--- config.mk ---
export PLATFORM = sky130hd
export DESIGN_NAME = bus_rr_arbiter
export DESIGN_NICKNAME = d
export VERILOG_FILES = /design/src/rtl/bus_rr_arbiter.sv
export SDC_FILE = /design/constraint.sdc
export NUM_CORES = 1
export LEC_CHECK = 0
export ABC_AREA = 1
export BUFFER_PORTS_ARGS = -buffer_cell sky130_fd_sc_hd__buf_2
export CAP_MARGIN = 10
export CORE_MARGIN = 3
export CORE_UTILIZATION = 30
export DETAILED_ROUTE_END_ITERATION = 6
export HOLD_SLACK_MARGIN = 0.12
export SLEW_MARGIN = 15
export SYNTH_ARGS = -nofsm -noshare
export SYNTH_HDL_FRONTEND = slang
export SYNTH_SLANG_ARGS = --single-unit
--- constraint.sdc ---
create_clock -name clk -period 1.6 [get_ports clk]
set_input_delay 0.32 -clock clk [delete_from_list [all_inputs] [get_ports clk]]
set_output_delay 0.32 -clock clk [all_outputs]
set_load 0.02 [all_outputs]
--- src/rtl/bus_rr_arbiter.sv ---
// Round-robin bus arbiter: IDLE/BUSY/WAIT/FREE grant protocol with a
// rotating priority pointer and a hold-timeout that forces release.
module bus_rr_arbiter #(
    parameter int unsigned N        = 4,
    parameter int unsigned IDW      = 2,
    parameter int unsigned MAX_HOLD = 16
) (
    input  logic           clk,
    input  logic           rst_n,
    input  logic [N-1:0]   req,
    input  logic           done,
    input  logic           dly,
    output logic [N-1:0]   gnt,
    output logic [IDW-1:0] owner,
    output logic           busy,
    output logic           timeout
);

    typedef enum logic [1:0] {
        ST_IDLE,
        ST_BUSY,
        ST_WAIT,
        ST_FREE
    } state_e;

    localparam logic [7:0] HOLD_LAST = 8'(MAX_HOLD - 1);

    state_e         state_q, state_d;
    logic [IDW-1:0] owner_q, owner_d;
    logic [IDW-1:0] ptr_q, ptr_d;
    logic [7:0]     hcnt_q, hcnt_d;
    logic           timeout_q, timeout_d;
    logic [N-1:0]   gnt_q, gnt_d;
    logic           busy_q, busy_d;

    logic           win_vld;
    logic [IDW-1:0] win_idx;
    logic [IDW-1:0] scan_idx;

    // First requester at or after ptr, wrapping modulo N.
    always_comb begin
        win_vld  = 1'b0;
        win_idx  = '0;
        scan_idx = '0;
        for (int unsigned k = 0; k < N; k++) begin
            scan_idx = IDW'((32'(ptr_q) + k) % N);
            if (!win_vld && req[scan_idx]) begin
                win_vld = 1'b1;
                win_idx = scan_idx;
            end
        end
    end

    always_comb begin
        state_d   = state_q;
        owner_d   = owner_q;
        ptr_d     = ptr_q;
        hcnt_d    = hcnt_q;
        timeout_d = 1'b0;

        case (state_q)
            ST_IDLE, ST_FREE: begin
                if (win_vld) begin
                    state_d = ST_BUSY;
                    owner_d = win_idx;
                    ptr_d   = IDW'((32'(win_idx) + 1) % N);
                    hcnt_d  = '0;
                end else begin
                    state_d = ST_IDLE;
                end
            end
            ST_BUSY: begin
                hcnt_d = hcnt_q + 8'd1;
                // done outranks the timeout on the same edge
                if (done) begin
                    state_d = dly ? ST_WAIT : ST_FREE;
                end else if (hcnt_q == HOLD_LAST) begin
                    state_d   = ST_FREE;
                    timeout_d = 1'b1;
                end
            end
            ST_WAIT: begin
                if (!dly) begin
                    state_d = ST_FREE;
                end
            end
            default: begin
                state_d = ST_IDLE;
            end
        endcase

        busy_d = (state_d == ST_BUSY) || (state_d == ST_WAIT);
        gnt_d  = busy_d ? (N'(1) << owner_d) : '0;
    end

    always_ff @(posedge clk or negedge rst_n) begin
        if (!rst_n) begin
            state_q   <= ST_IDLE;
            owner_q   <= '0;
            ptr_q     <= '0;
            hcnt_q    <= '0;
            timeout_q <= 1'b0;
            gnt_q     <= '0;
            busy_q    <= 1'b0;
        end else begin
            state_q   <= state_d;
            owner_q   <= owner_d;
            ptr_q     <= ptr_d;
            hcnt_q    <= hcnt_d;
            timeout_q <= timeout_d;
            gnt_q     <= gnt_d;
            busy_q    <= busy_d;
        end
    end

    assign gnt     = gnt_q;
    assign owner   = owner_q;
    assign busy    = busy_q;
    assign timeout = timeout_q;

endmodule

After elaboration in Yosys (flattened, before gate mapping):

Cells that the tools add are included.

* multiplexer cells: 30
* bitwise gates (word level): 0
* reductions and logical operators: 12
* $add $sub $neg: 5
* divide/modulo/power cells: 0
* $lt $le $gt $ge: 4
* eq/ne operators: 7
* shifts and indexed selects: 1
* $mul: 0

Operators by type and width (number)
* 2-bit 2-to-1 mux: 9
* 8-bit case mux with 2 select lines: 1
* 1-bit 2-to-1 mux: 13
* 2-bit by 3-bit < comparator with 1-bit output, second input constant: 4
* 8-bit by 1-bit adder with 8-bit output, second input constant: 1
* 1-bit binary-select mux with 2-bit select: 4
* 8-bit by 4-bit equality test with 1-bit output, second input constant: 1
* 8-bit 2-to-1 mux: 1
* 2-bit equality test, second input constant: 3
* 2-bit case mux with 3 select lines: 1
* 2-bit by 1-bit adder with 2-bit output, second input constant: 2
* 2-bit adder, second input constant: 2
* 2-bit by 1-bit equality test with 1-bit output, second input constant: 2
* 4-bit 2-to-1 mux: 1
* 2-bit AND reduction: 2
* 1-bit by 2-bit left shift with 4-bit output, first input constant: 1
* 1-bit logical AND: 3
* 1-bit zero test: 3
* 2-bit zero test: 1
* 2-bit inequality test, second input constant: 1
* 2-bit nonzero test: 1
* 2-bit OR reduction: 1
* 1-bit logical OR: 1

* input port bits: 8
* memory bits (writable): 0
* bits in latches: 0
* output and inout bits: 8
* logic and storage cells: 66
* memories: 0
* flip-flop bits (word level): 20
* memory bits (read-only): 0

Depth between registers and ports, before layout:

* depth after elaboration: 17
* mapped depth: 14
* mapped depth without buffers: 13

Least setup slack after synthesis:

OpenSTA, ideal clock, no wires.

* path kind: reg2reg
* start point: register state_q[0]
* end point: register gnt_q[0] (netlist: gnt[0])
* slack: 24 ps
* setup time: 121 ps
* clock period less this slack: 1576 ps
* data arrival time: 1455 ps
* path buffers: 0
* stages on the path, launching flop included: 11
* data required time: 1479 ps
* cell sequence: dfrtp_1 > inv_1 > ha_1 > nor2_1 > inv_1 > a21oi_1 > a21oi_1 > nand2_1 > nand2_1 > nand2_1 > nor2_1

* cells in the longest elaborated chain, start to end: 6
* elaborated cells on any way between the ends: 15
* classes of those cells: 5 x eq/ne; 1 x shift; 6 x mux; 3 x reduce/logical

RTL lines
* start: declaration: line 28 `state_e state_q, state_d;`
* start signal: assignment: line 106 `state_q <= state_d;`
* 2-bit equality test, or another cell as far along: line 61 `case (state_q)`
* 2-bit OR reduction / 2-bit 2-to-1 mux (equally long branches): line 61, 75
* 2-bit case mux with 3 select lines (*): line 61
* via state_d[0]: line 28
* 2-bit by 1-bit equality test with 1-bit output / 2-bit equality test (equally long branches): line 92 `busy_d = (state_d == ST_BUSY) || (state_d == ST_WAIT);`
* 1-bit logical OR (*): line 92
* 4-bit 2-to-1 mux (*): line 93 `gnt_d = busy_d ? (N'(1) << owner_d) : '0;`
* via gnt_d[0]: line 33 `logic [N-1:0] gnt_q, gnt_d;`
* end signal: assignment: line 111 `gnt_q <= gnt_d;`
* end: declaration: line 33

The timed path passes the listed nets; every way through them passes the cells marked *.
A chain may end at the register's enable or synchronous reset.

Final worst setup path:

* start point: register ptr_q[0]
* end point: register ptr_q[1]

* cells in the longest elaborated chain, start to end: 13
* elaborated cells on any way between the ends: 27
* classes of those cells: 4 x add/sub; 16 x mux; 7 x reduce/logical

RTL lines
* start: declaration: line 30 `logic [IDW-1:0] ptr_q, ptr_d;`
* start signal: assignment: line 108 `ptr_q <= ptr_d;`
* parallel branches: the longest is 13 deep, another holds 2-bit by 1-bit adder with 2-bit output

Several ways; the timed one is not identified. The select of a mux whose other input is x is not followed.

==> impl_metrics.json <==
{
  "sequential_area_share_after_synthesis_pct": 37.0,
  "postSynthNetCount": 207,
  "area.growth.synth_to_final_pct": 35.4,
  "skew_ps": 3.49,
  "critical_path_required_ps": 1740,
  "gr-usage-all-layers_pct": 11.6,
  "yosys_register_bits": 20,
  "multi_input_comb_area_sq_um": 810,
  "synth-main-ff-cell": "sky130_fd_sc_hd__dfrtp_1",
  "worst_ir_drop_vdd_mv": 1.32,
  "slew_viol_final": 0,
  "fp.dieH_microns": 73.1,
  "run_status": "complete, but fails checks",
  "synth-edff-count": 0,
  "finish.net_count": 250,
  "final_hold_viol_count": 0,
  "min_period_ps": 1670,
  "synth_largest_type_area_fraction_pct": 37.0,
  "worst_pin_slew_ps": 458,
  "relative_max_transition_margin_pct": 69.5,
  "cts_tree": "built",
  "die-width_microns": 73.1,
  "wire_per_inst_microns": 10.5,
  "ant_nets": 0,
  "dr_total_vias": 1314,
  "diodes": 0,
  "grt_pass1_vias": 1237,
  "post-route-drc-count": 0,
  "synth.area.top_cells": "sky130_fd_sc_hd__dfrtp_1 (37%), sky130_fd_sc_hd__nand2_1 (18%), sky130_fd_sc_hd__inv_1 (7.2%)",
  "nFillCells": 392,
  "avgSynthCellArea_sq_um": 6.89,
  "initial_core_util_pct": 32.4,
  "io_pins": 16,
  "summed_negative_setup_slack_over_all_endpoints_ps": -581,
  "cts_made_buffers": 3,
  "power.density_cell_area_nw_per_um2": 2170,
  "crit_type": "reg2reg",
  "totalPowerFinal_w": 0.00397,
  "synth_top_cell_by_area": "sky130_fd_sc_hd__dfrtp_1",
  "post-route-period-util_pct": 105,
  "yosys-top-cells-count": "sky130_fd_sc_hd__nand2_1 (66), sky130_fd_sc_hd__inv_1 (26), sky130_fd_sc_hd__dfrtp_1 (20)",
  "root_buffer": "sky130_fd_sc_hd__clkbuf_8",
  "failing_checks": "negative setup slack",
  "grt_pass1_wl_mm": 5.05,
  "critical_path_arrival_ps": 1820,
  "holdCritPathClass": "in2reg",
  "p_leak_nw": 0.973,
  "clk_path_buf_depth": 2,
  "fmax_mhz": 597,
  "drv.max_cap_violation_count": 0,
  "dpl.hpwl_mm": 2.21,
  "placedCellCount": 277,
  "endpoint_kind": "register",
  "synth.lib_cells_used.distinct": 24,
  "hold_slack_ps": 259,
  "share_of_final_layout_standard_cells_stronger_than_drive_strength_1_pct": 38.2,
  "regArea_sq_um": 503,
  "place.gp.congestion": 0.809,
  "cts.clk_slew.worst_paths_ps": 70,
  "grt_max_degree": 21,
  "grt_setup_unrepaired": "true",
  "design.die.area_sq_um": 5350,
  "critical_path_peak_fanout": 5,
  "router_iterations_before_antenna_repair": 4,
  "placementRows": 23,
  "mappedNetlistArea_sq_um": 1350,
  "clock_sink_count": 20,
  "final_cell_count_no_fill": 288,
  "grt_overflow_total": 0,
  "ctsHtreeMaxLevel": 1,
  "final_critical_path_setup_slack_ps": -74.7,
  "postRouteWirelength_mm": 3.02,
  "synth-async-reset-ratio_pct": 100,
  "route.detailed.vias_per_inst": 4.56,
  "initialDrtViolationCount": 45,
  "finalSetupViolations": 14,
  "synth.most_common_cell": "sky130_fd_sc_hd__nand2_1",
  "grt_antenna_before_repair": 0,
  "worstSkewPairLatency_ps": 250,
  "coreArea_sq_um": 4170,
  "numPortBuffers": 15,
  "synth_cells": 196,
  "crit_path_start_kind": "register",
  "synthesis.yosys.warnings": 0
}
==> flip-flops by register name, summed over array words and instances (netlist names) <==
| register | count |
|---|---|
| ptr_q | 2 |
| timeout | 1 |
| busy | 1 |
| hcnt_q | 8 |
| state_q | 2 |
| gnt | 4 |
| owner | 2 |
==> cell families after synthesis <==
group	count (synthesis)	share of synthesized area, %
simple gates	124	41.3
fa+ha+maj	3	2.78
flops	20	37.0
compound gates	13	5.46
xor+xnor	4	2.59
buf+inv	32	10.8
==> where the power goes <==
part | switching, W | leakage [nW] | internal (W) | total (W)
logic | 0.00165 | 0.685 | 0.00115 | 0.00280
clock network | 0.000163 | 0.0288 | 0.000219 | 0.000381
registers | 0.000127 | 0.260 | 0.000665 | 0.000792
==> cell type report <==
class | instances | share of cell area, %
Inverter | 28 | 6.02
Sequential cell | 20 | 27.5
Timing Repair inverter | 1 | 0.274
Tap cell | 50 | 3.42
Multi-Input combinational cell | 145 | 44.3
Clock buffer | 4 | 3.01
Timing Repair Buffer | 40 | 15.5
==> metrics by stage <==
step	setup WS, ps	instance area, sq um	util, %
4_1_cts	-52.2	1700	40.7
5_1_grt	-184	1830	43.8
3_3_place_gp	-91.9	1600	38.3
3_5_place_dp	-83.5	1600	38.3
2_1_floorplan	23.7	1350	-
6_report	-74.7	1830	43.8
==> metal layers <==
layer | GRT usage (%) | wire, microns | vias to the layer above
li1 | - | - | 699
met5 | 0 | 0 | -
met3 | 3.31 | 107 | 2
met1 | 14.6 | 1420 | 598
met4 | 1.23 | 10 | 0
met2 | 20.3 | 1480 | 15
==> final timing paths <==
kind                       startpoint  slack [ps]  cells past startpoint  endpoint
max                          ptr_q[0]         -70                     10  ptr_q[1]
min                              done         260                      2   timeout
max reg2reg                  ptr_q[0]         -70                     10  ptr_q[1]
min reg2reg                  owner[1]         560                      2  owner[1]
max in group asynchronous       rst_n         710                      2  ptr_q[0]
min in group asynchronous       rst_n         540                      2   timeout
==> repair_timing <==
item,in CTS,in global routing
setup buffers,3,1
endpoints found under the hold margin,20,0
pin swaps,0,6
gates resized for setup,3,37
hold buffers,1,0
cloned,1,1
endpoints found under the setup margin,15,17
==> worst max-delay path, cell delays in order (launching register included) <==
cell	delay, ps
sky130_fd_sc_hd__dfrtp_2	460
sky130_fd_sc_hd__buf_6	150
sky130_fd_sc_hd__nand2_2	60
sky130_fd_sc_hd__nand2_2	70
sky130_fd_sc_hd__nor2_2	140
sky130_fd_sc_hd__nor2_2	70
sky130_fd_sc_hd__nand3_4	100
sky130_fd_sc_hd__nand2_2	110
sky130_fd_sc_hd__buf_4	160
sky130_fd_sc_hd__nor3_1	180
sky130_fd_sc_hd__nor2_1	70
==> layout by cell type, fill, tap and decap left out, types with 2 or more instances in the layout <==
cell                       Yosys  routed
sky130_fd_sc_hd__nand2_1      66      51
sky130_fd_sc_hd__nand2_2      10      25
sky130_fd_sc_hd__inv_1        26      23
sky130_fd_sc_hd__buf_4         2      19
sky130_fd_sc_hd__dfrtp_1      20      18
sky130_fd_sc_hd__nand3_1      18      16
sky130_fd_sc_hd__buf_2         0      15
sky130_fd_sc_hd__nor2_1       15      12
sky130_fd_sc_hd__nand4_1       6       6
sky130_fd_sc_hd__nor3_1        5       5
sky130_fd_sc_hd__o21ai_1       5       5
sky130_fd_sc_hd__buf_6         1       5
sky130_fd_sc_hd__inv_2         2       4
sky130_fd_sc_hd__nor2_2        1       4
sky130_fd_sc_hd__xor2_1        4       4
sky130_fd_sc_hd__clkbuf_8      0       4
sky130_fd_sc_hd__a21oi_2       0       3
sky130_fd_sc_hd__nand3_2       1       2
sky130_fd_sc_hd__nand2_4       1       2
sky130_fd_sc_hd__o21ai_0       2       2
sky130_fd_sc_hd__ha_1          3       2
sky130_fd_sc_hd__dfrtp_2       0       2
No activity file was read; power rests on OpenSTA's default activity.
